<file path="src/rtl/cmac_tx_arbiter_if.sv">
// AXI-Stream bundle for one 512-bit CMAC user-side stream.
// Handshake: a beat transfers on a gt_clk rising edge where tvalid and tready
// are both 1; a master holding tvalid=1 keeps tdata/tkeep/tlast stable until
// that edge, and tready may depend only on the slave's registered state.
interface cmac_tx_arbiter_if #(
  parameter int DATA_W = 512,
  parameter int KEEP_W = 64
);
  logic              tvalid;
  logic              tready;
  logic [DATA_W-1:0] tdata;
  logic              tlast;
  logic [KEEP_W-1:0] tkeep;

  modport master (output tvalid, output tdata, output tlast, output tkeep, input tready);
  modport slave  (input tvalid, input tdata, input tlast, input tkeep, output tready);
endinterface

</file>
<file path="src/rtl/cmac_tx_arbiter.sv">
// Two-source, packet-granular arbiter in front of the CMAC TX user port.
// A granted source streams into a 2-entry output buffer that drives m_axis
// directly from flops; a new grant is taken on the tlast beat itself so
// back-to-back packets leave with no idle cycle between them.
module cmac_tx_arbiter #(
  parameter int DATA_W    = 512,
  parameter int KEEP_W    = 64,
  parameter int CNT_W     = 32,
  parameter int PRIO_MODE = 0
) (
  input  logic             gt_clk,
  input  logic             sys_reset_n,
  input  logic             arb_enable,
  input  logic             cnt_clear,
  cmac_tx_arbiter_if.slave  s0_axis,
  cmac_tx_arbiter_if.slave  s1_axis,
  cmac_tx_arbiter_if.master m_axis,
  output logic             grant_id,
  output logic             busy,
  output logic [CNT_W-1:0] s0_frame_cnt,
  output logic [CNT_W-1:0] s1_frame_cnt
);

  typedef enum logic {IDLE = 1'b0, XFER = 1'b1} state_t;

  state_t            state_q, state_d;
  logic              grant_q, grant_d;
  logic              last_grant_q, last_grant_d;
  logic [1:0]        occ_q, occ_d;
  logic              wr_ptr_q, wr_ptr_d;
  logic              rd_ptr_q, rd_ptr_d;
  logic [DATA_W-1:0] buf_data_q [2];
  logic [DATA_W-1:0] buf_data_d [2];
  logic [KEEP_W-1:0] buf_keep_q [2];
  logic [KEEP_W-1:0] buf_keep_d [2];
  logic              buf_last_q [2];
  logic              buf_last_d [2];
  logic [CNT_W-1:0]  s0_cnt_q, s0_cnt_d;
  logic [CNT_W-1:0]  s1_cnt_q, s1_cnt_d;

  logic              s0_rdy, s1_rdy, push, pop, not_full;
  logic              sel_last;
  logic [DATA_W-1:0] sel_data;
  logic [KEEP_W-1:0] sel_keep;
  logic              inc0, inc1;

  // Winner among the requesters; on a tie round-robin favours the source
  // that did not finish the previous packet, fixed priority favours source 0.
  function automatic logic pick(input logic v0, input logic v1, input logic lg);
    if (v0 && v1) return (PRIO_MODE != 0) ? 1'b0 : ~lg;
    return ~v0;
  endfunction

  assign not_full = (occ_q != 2'd2);
  assign sel_data = grant_q ? s1_axis.tdata : s0_axis.tdata;
  assign sel_keep = grant_q ? s1_axis.tkeep : s0_axis.tkeep;
  assign sel_last = grant_q ? s1_axis.tlast : s0_axis.tlast;
  assign pop      = (occ_q != 2'd0) && m_axis.tready;
  assign inc0     = push && sel_last && !grant_q;
  assign inc1     = push && sel_last && grant_q;

  // Grant FSM: choose a source in IDLE, stream it in XFER, re-arbitrate on tlast.
  always_comb begin
    state_d      = state_q;
    grant_d      = grant_q;
    last_grant_d = last_grant_q;
    s0_rdy       = 1'b0;
    s1_rdy       = 1'b0;
    push         = 1'b0;
    case (state_q)
      IDLE: begin
        if (arb_enable && (s0_axis.tvalid || s1_axis.tvalid)) begin
          grant_d = pick(s0_axis.tvalid, s1_axis.tvalid, last_grant_q);
          state_d = XFER;
        end
      end
      XFER: begin
        s0_rdy = !grant_q && not_full;
        s1_rdy = grant_q && not_full;
        push   = grant_q ? (s1_axis.tvalid && s1_rdy) : (s0_axis.tvalid && s0_rdy);
        if (push && sel_last) begin
          last_grant_d = grant_q;
          if (arb_enable && (s0_axis.tvalid || s1_axis.tvalid)) begin
            grant_d = pick(s0_axis.tvalid, s1_axis.tvalid, grant_q);
          end else begin
            state_d = IDLE;
          end
        end
      end
      default: state_d = IDLE;
    endcase
  end

  // Output buffer bookkeeping: write the accepted beat, advance on m_axis handshake.
  always_comb begin
    buf_data_d = buf_data_q;
    buf_keep_d = buf_keep_q;
    buf_last_d = buf_last_q;
    wr_ptr_d   = wr_ptr_q ^ push;
    rd_ptr_d   = rd_ptr_q ^ pop;
    occ_d      = occ_q + {1'b0, push} - {1'b0, pop};
    if (push) begin
      buf_data_d[wr_ptr_q] = sel_data;
      buf_keep_d[wr_ptr_q] = sel_keep;
      buf_last_d[wr_ptr_q] = sel_last;
    end
  end

  // Frame counters; a clear wins over the old value but keeps a same-cycle increment.
  always_comb begin
    s0_cnt_d = cnt_clear ? CNT_W'(inc0) : s0_cnt_q + CNT_W'(inc0);
    s1_cnt_d = cnt_clear ? CNT_W'(inc1) : s1_cnt_q + CNT_W'(inc1);
  end

  // State registers; reset empties the buffer, dropping any partial packet.
  always_ff @(posedge gt_clk or negedge sys_reset_n) begin
    if (!sys_reset_n) begin
      state_q      <= IDLE;
      grant_q      <= 1'b0;
      last_grant_q <= 1'b1;
      occ_q        <= 2'd0;
      wr_ptr_q     <= 1'b0;
      rd_ptr_q     <= 1'b0;
      buf_data_q   <= '{default: '0};
      buf_keep_q   <= '{default: '0};
      buf_last_q   <= '{default: 1'b0};
      s0_cnt_q     <= '0;
      s1_cnt_q     <= '0;
    end else begin
      state_q      <= state_d;
      grant_q      <= grant_d;
      last_grant_q <= last_grant_d;
      occ_q        <= occ_d;
      wr_ptr_q     <= wr_ptr_d;
      rd_ptr_q     <= rd_ptr_d;
      buf_data_q   <= buf_data_d;
      buf_keep_q   <= buf_keep_d;
      buf_last_q   <= buf_last_d;
      s0_cnt_q     <= s0_cnt_d;
      s1_cnt_q     <= s1_cnt_d;
    end
  end

  assign s0_axis.tready = s0_rdy;
  assign s1_axis.tready = s1_rdy;
  assign m_axis.tvalid  = (occ_q != 2'd0);
  assign m_axis.tdata   = buf_data_q[rd_ptr_q];
  assign m_axis.tkeep   = buf_keep_q[rd_ptr_q];
  assign m_axis.tlast   = buf_last_q[rd_ptr_q];
  assign grant_id       = grant_q;
  assign busy           = (state_q == XFER);
  assign s0_frame_cnt   = s0_cnt_q;
  assign s1_frame_cnt   = s1_cnt_q;

endmodule
</file>
<file path="src/flat_wrapper.sv">
// flat-port wrapper written by rule: the top's interface ports become plain ports
module cmac_tx_arbiter_flat 
#(
  parameter int DATA_W    = 512,
  parameter int KEEP_W    = 64,
  parameter int CNT_W     = 32,
  parameter int PRIO_MODE = 0
)
  (gt_clk, sys_reset_n, arb_enable, cnt_clear, grant_id, busy, s0_frame_cnt, s1_frame_cnt, s0_axis_tvalid, s0_axis_tdata, s0_axis_tlast, s0_axis_tkeep, s0_axis_tready, s1_axis_tvalid, s1_axis_tdata, s1_axis_tlast, s1_axis_tkeep, s1_axis_tready, m_axis_tvalid, m_axis_tdata, m_axis_tlast, m_axis_tkeep, m_axis_tready);
  cmac_tx_arbiter_if #(.DATA_W(DATA_W), .KEEP_W(KEEP_W)) s0_axis_i ();
  cmac_tx_arbiter_if #(.DATA_W(DATA_W), .KEEP_W(KEEP_W)) s1_axis_i ();
  cmac_tx_arbiter_if #(.DATA_W(DATA_W), .KEEP_W(KEEP_W)) m_axis_i ();
  input  logic gt_clk;
  input  logic sys_reset_n;
  input  logic arb_enable;
  input  logic cnt_clear;
  output logic grant_id;
  output logic busy;
  output logic [CNT_W-1:0] s0_frame_cnt;
  output logic [CNT_W-1:0] s1_frame_cnt;
  input wire logic [$bits(s0_axis_i.tvalid)-1:0] s0_axis_tvalid;
  input wire logic [$bits(s0_axis_i.tdata)-1:0] s0_axis_tdata;
  input wire logic [$bits(s0_axis_i.tlast)-1:0] s0_axis_tlast;
  input wire logic [$bits(s0_axis_i.tkeep)-1:0] s0_axis_tkeep;
  output wire logic [$bits(s0_axis_i.tready)-1:0] s0_axis_tready;
  input wire logic [$bits(s1_axis_i.tvalid)-1:0] s1_axis_tvalid;
  input wire logic [$bits(s1_axis_i.tdata)-1:0] s1_axis_tdata;
  input wire logic [$bits(s1_axis_i.tlast)-1:0] s1_axis_tlast;
  input wire logic [$bits(s1_axis_i.tkeep)-1:0] s1_axis_tkeep;
  output wire logic [$bits(s1_axis_i.tready)-1:0] s1_axis_tready;
  output wire logic [$bits(m_axis_i.tvalid)-1:0] m_axis_tvalid;
  output wire logic [$bits(m_axis_i.tdata)-1:0] m_axis_tdata;
  output wire logic [$bits(m_axis_i.tlast)-1:0] m_axis_tlast;
  output wire logic [$bits(m_axis_i.tkeep)-1:0] m_axis_tkeep;
  input wire logic [$bits(m_axis_i.tready)-1:0] m_axis_tready;
  assign s0_axis_i.tvalid = s0_axis_tvalid;
  assign s0_axis_i.tdata = s0_axis_tdata;
  assign s0_axis_i.tlast = s0_axis_tlast;
  assign s0_axis_i.tkeep = s0_axis_tkeep;
  assign s0_axis_tready = s0_axis_i.tready;
  assign s1_axis_i.tvalid = s1_axis_tvalid;
  assign s1_axis_i.tdata = s1_axis_tdata;
  assign s1_axis_i.tlast = s1_axis_tlast;
  assign s1_axis_i.tkeep = s1_axis_tkeep;
  assign s1_axis_tready = s1_axis_i.tready;
  assign m_axis_tvalid = m_axis_i.tvalid;
  assign m_axis_tdata = m_axis_i.tdata;
  assign m_axis_tlast = m_axis_i.tlast;
  assign m_axis_tkeep = m_axis_i.tkeep;
  assign m_axis_i.tready = m_axis_tready;
  cmac_tx_arbiter #(.DATA_W(DATA_W), .KEEP_W(KEEP_W), .CNT_W(CNT_W), .PRIO_MODE(PRIO_MODE)) u_core (.gt_clk(gt_clk), .sys_reset_n(sys_reset_n), .arb_enable(arb_enable), .cnt_clear(cnt_clear), .s0_axis(s0_axis_i), .s1_axis(s1_axis_i), .m_axis(m_axis_i), .grant_id(grant_id), .busy(busy), .s0_frame_cnt(s0_frame_cnt), .s1_frame_cnt(s1_frame_cnt));
endmodule
</file>
<file path="config.mk">
export PLATFORM = sky130hd
export DESIGN_NAME = cmac_tx_arbiter_flat
export DESIGN_NICKNAME = d
export VERILOG_FILES = /design/src/rtl/cmac_tx_arbiter_if.sv /design/src/rtl/cmac_tx_arbiter.sv /design/src/flat_wrapper.sv
export SDC_FILE = /design/constraint.sdc
export NUM_CORES = 2
export LEC_CHECK = 0
export ABC_AREA = 1
export BUFFER_PORTS_ARGS = -buffer_cell sky130_fd_sc_hd__buf_2
export CAP_MARGIN = 20
export CORE_AREA = 2 2 695 697
export CTS_CLUSTER_SIZE = 14
export DETAILED_ROUTE_END_ITERATION = 10
export DIE_AREA = 0 0 697 699
export PLACE_DENSITY_LB_ADDON = 0.08
export SLEW_MARGIN = 10
export SYNTH_ARGS = -nofsm -noshare
export SYNTH_HDL_FRONTEND = slang
export SYNTH_SLANG_ARGS = --single-unit
</file>
<file path="constraint.sdc">
create_clock -name gt_clk -period 2.2 [get_ports gt_clk]
set_clock_uncertainty 0.1 [all_clocks]
set_input_delay 0.22 -clock gt_clk [delete_from_list [all_inputs] [get_ports gt_clk]]
set_output_delay 0.22 -clock gt_clk [all_outputs]
set_load 0.01 [all_outputs]
</file>
Yosys cells after proc, flatten, opt, wreduce, memory -nomap -nowiden
Cells that the tools add are included.
{ "totals": {"memories": 0, "mem_bits_ro": 0, "in_bits": 1161, "regBits": 1225, "latch_bits": 0, "elab_cells": 93, "ramBits": 0, "output_inout_bits": 646} }
{ "op_classes": {"magnitude_cmp": 3, "mux": 43, "div": 0, "n_eq_ne": 4, "bitwise": 8, "multipliers": 0, "n_reduce_logical": 17, "n_shift": 0, "add_sub_neg": 4} }
{ "op_table": {"columns": ["operator", "n"], "rows": [
  ["$mux W512", 5],
  ["$bwmux W1024", 1],
  ["$demux W512 S1", 1],
  ["$mux W64", 5],
  ["$bwmux W128", 1],
  ["$add A32 B1 Y32", 2],
  ["$demux W64 S1", 1],
  ["$mux W32", 2],
  ["$mux W1", 23],
  ["$logic_and A1 B1 Y1", 12],
  ["$ne A2 B2 Y1 const B", 3],
  ["$ge A2 B2 Y1 const B", 2],
  ["$not A1 Y1", 4],
  ["$not A1 Y2", 2],
  ["$pmux W1 S2", 2],
  ["$reduce_and A3 Y1", 1],
  ["$add A2 B1 Y2", 1],
  ["$bwmux W2", 1],
  ["$lt A2 B1 Y1 const B", 1],
  ["$ne A2 B1 Y1 const B", 1],
  ["$reduce_and A2 Y1", 1],
  ["$reduce_bool A2 Y1", 1],
  ["$sub A2 B1 Y2", 1],
  ["$xor A1 B1 Y1", 2],
  ["3 further kinds", 3]
]} }

Longest topological paths before layout
{ "depth": {"depth_word": 11, "ltp_mapped": 15, "ltp_nobuf": 14} }

Worst setup path before layout
No wires, ideal clock.
{ "synth_path": {"path_type": "reg2reg", "startpoint": "register u_core.grant_q (netlist: u_core.grant_id)", "endpoint": "register u_core.s1_cnt_q[28] (netlist: u_core.s1_frame_cnt[28])", "required_time_ns": 1.968, "t_arrival_ns": 2.017, "n_path_buf": 2, "setup_time_ns": 0.132, "setup_slack_ns": -0.049, "synth_period_minus_slack_ns": 2.249, "stages_incl_launch_ff": 15, "cell_sequence": "dfrtp_1 -> buf_2 -> buf_6 -> nor2_1 -> nor2_1 -> nand3_1 -> nor2_1 -> ha_1 -> nand2_2 -> nor2_4 -> inv_1 -> nor2_1 -> nand3_1 -> nand2_1 -> nor2_1"} }
{ "synth_between": {"elab_chain_len": 9, "word_cells_on_any_way": 12, "cone_classes": "add/sub: 1; mux: 4; reduce/logical: 7"} }
{ "synth_lines": {"columns": ["item", "line_no", "source"], "rows": [
  ["start, declared", "cmac_tx_arbiter.sv:27", "logic grant_q, grant_d;"],
  ["start signal, assigned", "cmac_tx_arbiter.sv:131", "grant_q <= grant_d;"],
  ["$logic_not A1 Y1", "cmac_tx_arbiter.sv:78", "s0_rdy = !grant_q && not_full;"],
  ["$logic_and A1 B1 Y1", "cmac_tx_arbiter.sv:78", null],
  ["$logic_and A1 B1 Y1", "cmac_tx_arbiter.sv:80", "push = grant_q ? (s1_axis.tvalid && s1_rdy) : (s0_axis.tvalid && s0_rdy);"],
  ["$mux W1", "cmac_tx_arbiter.sv:80", null],
  ["$mux W1", "cmac_tx_arbiter.sv:70", "case (state_q)"],
  ["$logic_and A1 B1 Y1", "cmac_tx_arbiter.sv:60", "assign inc1 = push && sel_last && grant_q;"],
  ["$logic_and A1 B1 Y1 *", "cmac_tx_arbiter.sv:60", null],
  ["$add A32 B1 Y32 *", "cmac_tx_arbiter.sv:112", "s1_cnt_d = cnt_clear ? CNT_W'(inc1) : s1_cnt_q + CNT_W'(inc1);"],
  ["$mux W32 *", "cmac_tx_arbiter.sv:112", null],
  ["named net u_core.s1_cnt_d[28]", "cmac_tx_arbiter.sv:39", "logic [CNT_W-1:0] s1_cnt_q, s1_cnt_d;"],
  ["end signal, assigned", "cmac_tx_arbiter.sv:140", "s1_cnt_q <= s1_cnt_d;"],
  ["end, declared", "cmac_tx_arbiter.sv:39", null]
]} }
The timed path passes the listed nets; every way through them passes the cells marked *.
A chain may end at the register's enable or synchronous reset.

Worst setup path after layout
{ "layout_path": {"startpoint": "register u_core.rd_ptr_q", "endpoint": "output m_axis_tkeep[39]"} }
{ "layout_between": {"elab_chain_len": 4} }
{ "layout_lines": {"columns": ["item", "line_no", "source"], "rows": [
  ["start, declared", "cmac_tx_arbiter.sv:31", "logic rd_ptr_q, rd_ptr_d;"],
  ["start signal, assigned", "cmac_tx_arbiter.sv:135", "rd_ptr_q <= rd_ptr_d;"],
  ["$not A1 Y2 (not written as such)", "cmac_tx_arbiter.sv:148", "assign m_axis.tkeep = buf_keep_q[rd_ptr_q];"],
  ["$mux W64 (not written as such) (3 in series)", "cmac_tx_arbiter.sv:148", null],
  ["end, declared", "flat_wrapper.sv:34", "output wire logic [$bits(m_axis_i.tkeep)-1:0] m_axis_tkeep;"]
]} }
No other way between the ends. The select of a mux whose other input is x is not followed.

==> impl_results.md <==
- Req. time, crit path: 1.88 ns
- Start point of the critical path: u_core.rd_ptr_q
- Die X: 697 um
- First-pass GRT wire length: 555 mm
- Layout cell share with drive strength beyond 1: 0.290
- Worst Path Max Fanout: 11
- Max VDD drop: 0.673 mV
- Die Footprint: 487,000 um2
- Worst reg2reg setup slack: -0.37 ns
- Fill cells: 53,334
- Worst R2R Path Depth: 9
- HP Start: s0_axis_tlast
- Max_slew headroom: 0.536
- Max Buffers Root-to-Sink: 4
- Initial core utilization: 0.120
- Routed wire length: 415 mm
- Final Hold Fails: 0
- Multi-input gate area: 25,600 um2
- HPWL Detailed: 324 mm
- Sequential cell area: 30,700 um2
- Final antenna-violating net count: 0
- Metal-1 WL: 176 mm
- Status: complete, but fails checks
- EDFF count, synth: 0
- Gate count after technology mapping: 6,834
- Hold crit path type: in -> reg
- Most frequent cells after synthesis: nand2_1, dfrtp_1, o21ai_0
- Worst slew pin tran: 0.696 ns
- Max Clock Freq: 350 MHz
- CTS sink cnt: 1,225
- Seq/Total Area, Yosys: 0.532
- Yosys cell types: 29
- Setup TNS: -481.35 ns
- H-tree depth: 4
- Met2 Wirelength: 197 mm
- Yosys Warn Count: 0
- Wire length per cell: 24.6 um
- LEAKAGE: 49.0 nW
- Clk slew on worst S/H paths: 0.06 ns
- Pwr Density: 1480 nW/um2
- Synth top area share: 0.532
- Origin of the critical flop-to-flop path: u_core.grant_id
- Top Layer Used: met5
- Overall global routing resource usage: 0.164
- Crit share post-route: 1.30
- Setup CP Type: reg -> out
- CTS tree: done
- Number of global-route vias before repair: 63,513
- Fin crit period: 2.86 ns
- Hold Slack: 0.00859 ns
- Clock latency on the worst-skew pair: 0.88 ns
- RSZ-0062 raised after global routing: yes
- Root buffer cell: clkbuf_16
- Reg2reg end: u_core.buf_data_q[703]
- Vias: 62,127
- Design Power: 149 mW
- Remaining DRCs: 0
- Async S/R FF share, synth: 1.00
- Worst setup SP type: flop
- Nets: 11,408
- GPL Wtd Cong: 1.03
- I/O pin total: 1,807
- Synthesized area per cell: 8.43 um2
- Top cells by area, synth: dfrtp_1, nand2_1, mux2i_1
- Worst Setup End Kind: output port
- Synthesized flop and latch total: 1,225
- Post-placement worst setup slack: -0.707 ns
- Syn_nets: 8,003
- Count of final max-slew check failures: 0
- Total of max-cap violations: 0
- Post-synth top area cell: dfrtp_1
- Area growth, synth to finish: 74.7%
- Crit path DAT: 2.54 ns
- Buffers on Ports: 1,806
- Final number of setup-violating endpoints: 1,707
- Primary FF master, synth: dfrtp_1
- Met3 wire len: 26.1 mm
- Violated checks: setup timing
- Total gr overflow: 0
- Num CTS Buffers: 181
- Number of iterations in the first detailed-routing pass: 6
- Initial antenna violation count: 205
- Netlist Area Pre-Place: 57,600 um2
- Core area: 480,000 um2
- Std-Cell Rows: 255
- Dominant cell by count in the synthesized netlist: nand2_1
- Initial DRC count: 3,896
- Vias per inst: 3.68
- Die H: 699 um
- Crit path capture: m_axis_tkeep[39]
- Worst setup margin: -0.660 ns
- Largest net degree at the start of global routing: 89
report_power, final:
group	internal (mW)	switching [mW]
clock	17.3	12.0
sequential	33.0	5.55
combinational	32.4	49.0
final cells by class:
cell class                 count  area share
sequential                  1225       0.305
timing repair buffer        3675       0.299
multi-input combinational   5095       0.254
tap                         6425      0.0799
clock buffer                 275      0.0537
clock inverter                32     0.00368
inverter                      61     0.00273
antenna                       83     0.00206
worst max-delay path, stage by stage (launching register included):
cell	delay, ns
dfrtp_4	0.55
clkinv_16	0.17
buf_4	0.19
buf_16	0.17
buf_4	0.17
nand2_1	0.05
nand2_1	0.12
buf_4	0.20
repair_timing:
| action | CTS | global route |
|---|---|---|
| resized for setup | 366 | 429 |
| pin swaps | 35 | 45 |
| hold buffers | 1205 | 1 |
| buffers inserted | 37 | 19 |
| cloned | 30 | 12 |
| setup endpoints to repair | 1693 | 1768 |
| hold endpoints to repair | 2387 | 1 |
layer usage:
metal / up-vias / global-route usage
met5: - / 0
li1: 29105 / -
met3: 641 / 0.0411
met1: 30191 / 0.202
met2: 2118 / 0.278
met4: 72 / 0.0531
per-stage QoR:
| step | std cells | util | cell area, um2 |
|---|---|---|---|
| 2_1_floorplan | 6834 | - | 57600 |
| 3_3_place_gp | 15183 | 0.163 | 78300 |
| 3_5_place_dp | 15183 | 0.163 | 78300 |
| 4_1_cts | 16762 | 0.206 | 98700 |
| 5_1_grt | 16847 | 0.210 | 101000 |
| 6_report | 16871 | 0.210 | 101000 |
state kept, by name, indices dropped and copies added, names as in the netlist, 2 cells and up:
| register | cells |
|---|---|
| u_core.buf_data_q | 1024 |
| u_core.buf_keep_q | 128 |
| u_core.buf_last_q | 2 |
| u_core.occ_q | 2 |
| u_core.s0_frame_cnt | 32 |
| u_core.s1_frame_cnt | 32 |
worst min-delay path by stage:
stage	to	slack [ns]	cells past startpoint
6_report	u_core.s1_frame_cnt[0]	0.009	8
5_1_grt	u_core.s1_frame_cnt[0]	0.03	8
4_1_cts	u_core.s1_frame_cnt[0]	-0.008	8
3_5_place_dp	u_core.buf_data_q[920]	0.05	1
3_3_place_gp	u_core.buf_data_q[408]	0.05	1
2_1_floorplan	u_core.buf_data_q[0]	-0.18	0
cell families (layout without fill, tap and decap cells):
kind of cell | after synthesis | count (layout) | share of synthesized area
other cells | 0 | 83 | 0
mux | 576 | 576 | 0.100
xor+xnor | 17 | 17 | 0.00258
buf+inv | 514 | 4043 | 0.0433
compound gates | 1182 | 1182 | 0.103
simple gates | 3312 | 3312 | 0.218
fa+ha+maj | 8 | 8 | 0.00174
flops | 1225 | 1225 | 0.532
placed cells by master, fill, tap and decap left out, drive strengths merged, types with 21 or more instances in the layout:
cell type / instances
clkinv: 21
diode: 83
mux2i: 576
clkbuf: 289
o21ai: 1167
nand2: 3101
buf: 2450
dfrtp: 1224
nor2: 167
inv: 64
nand3: 33
dlygate4sd3: 1205
(Power assumes the default switching activity.)
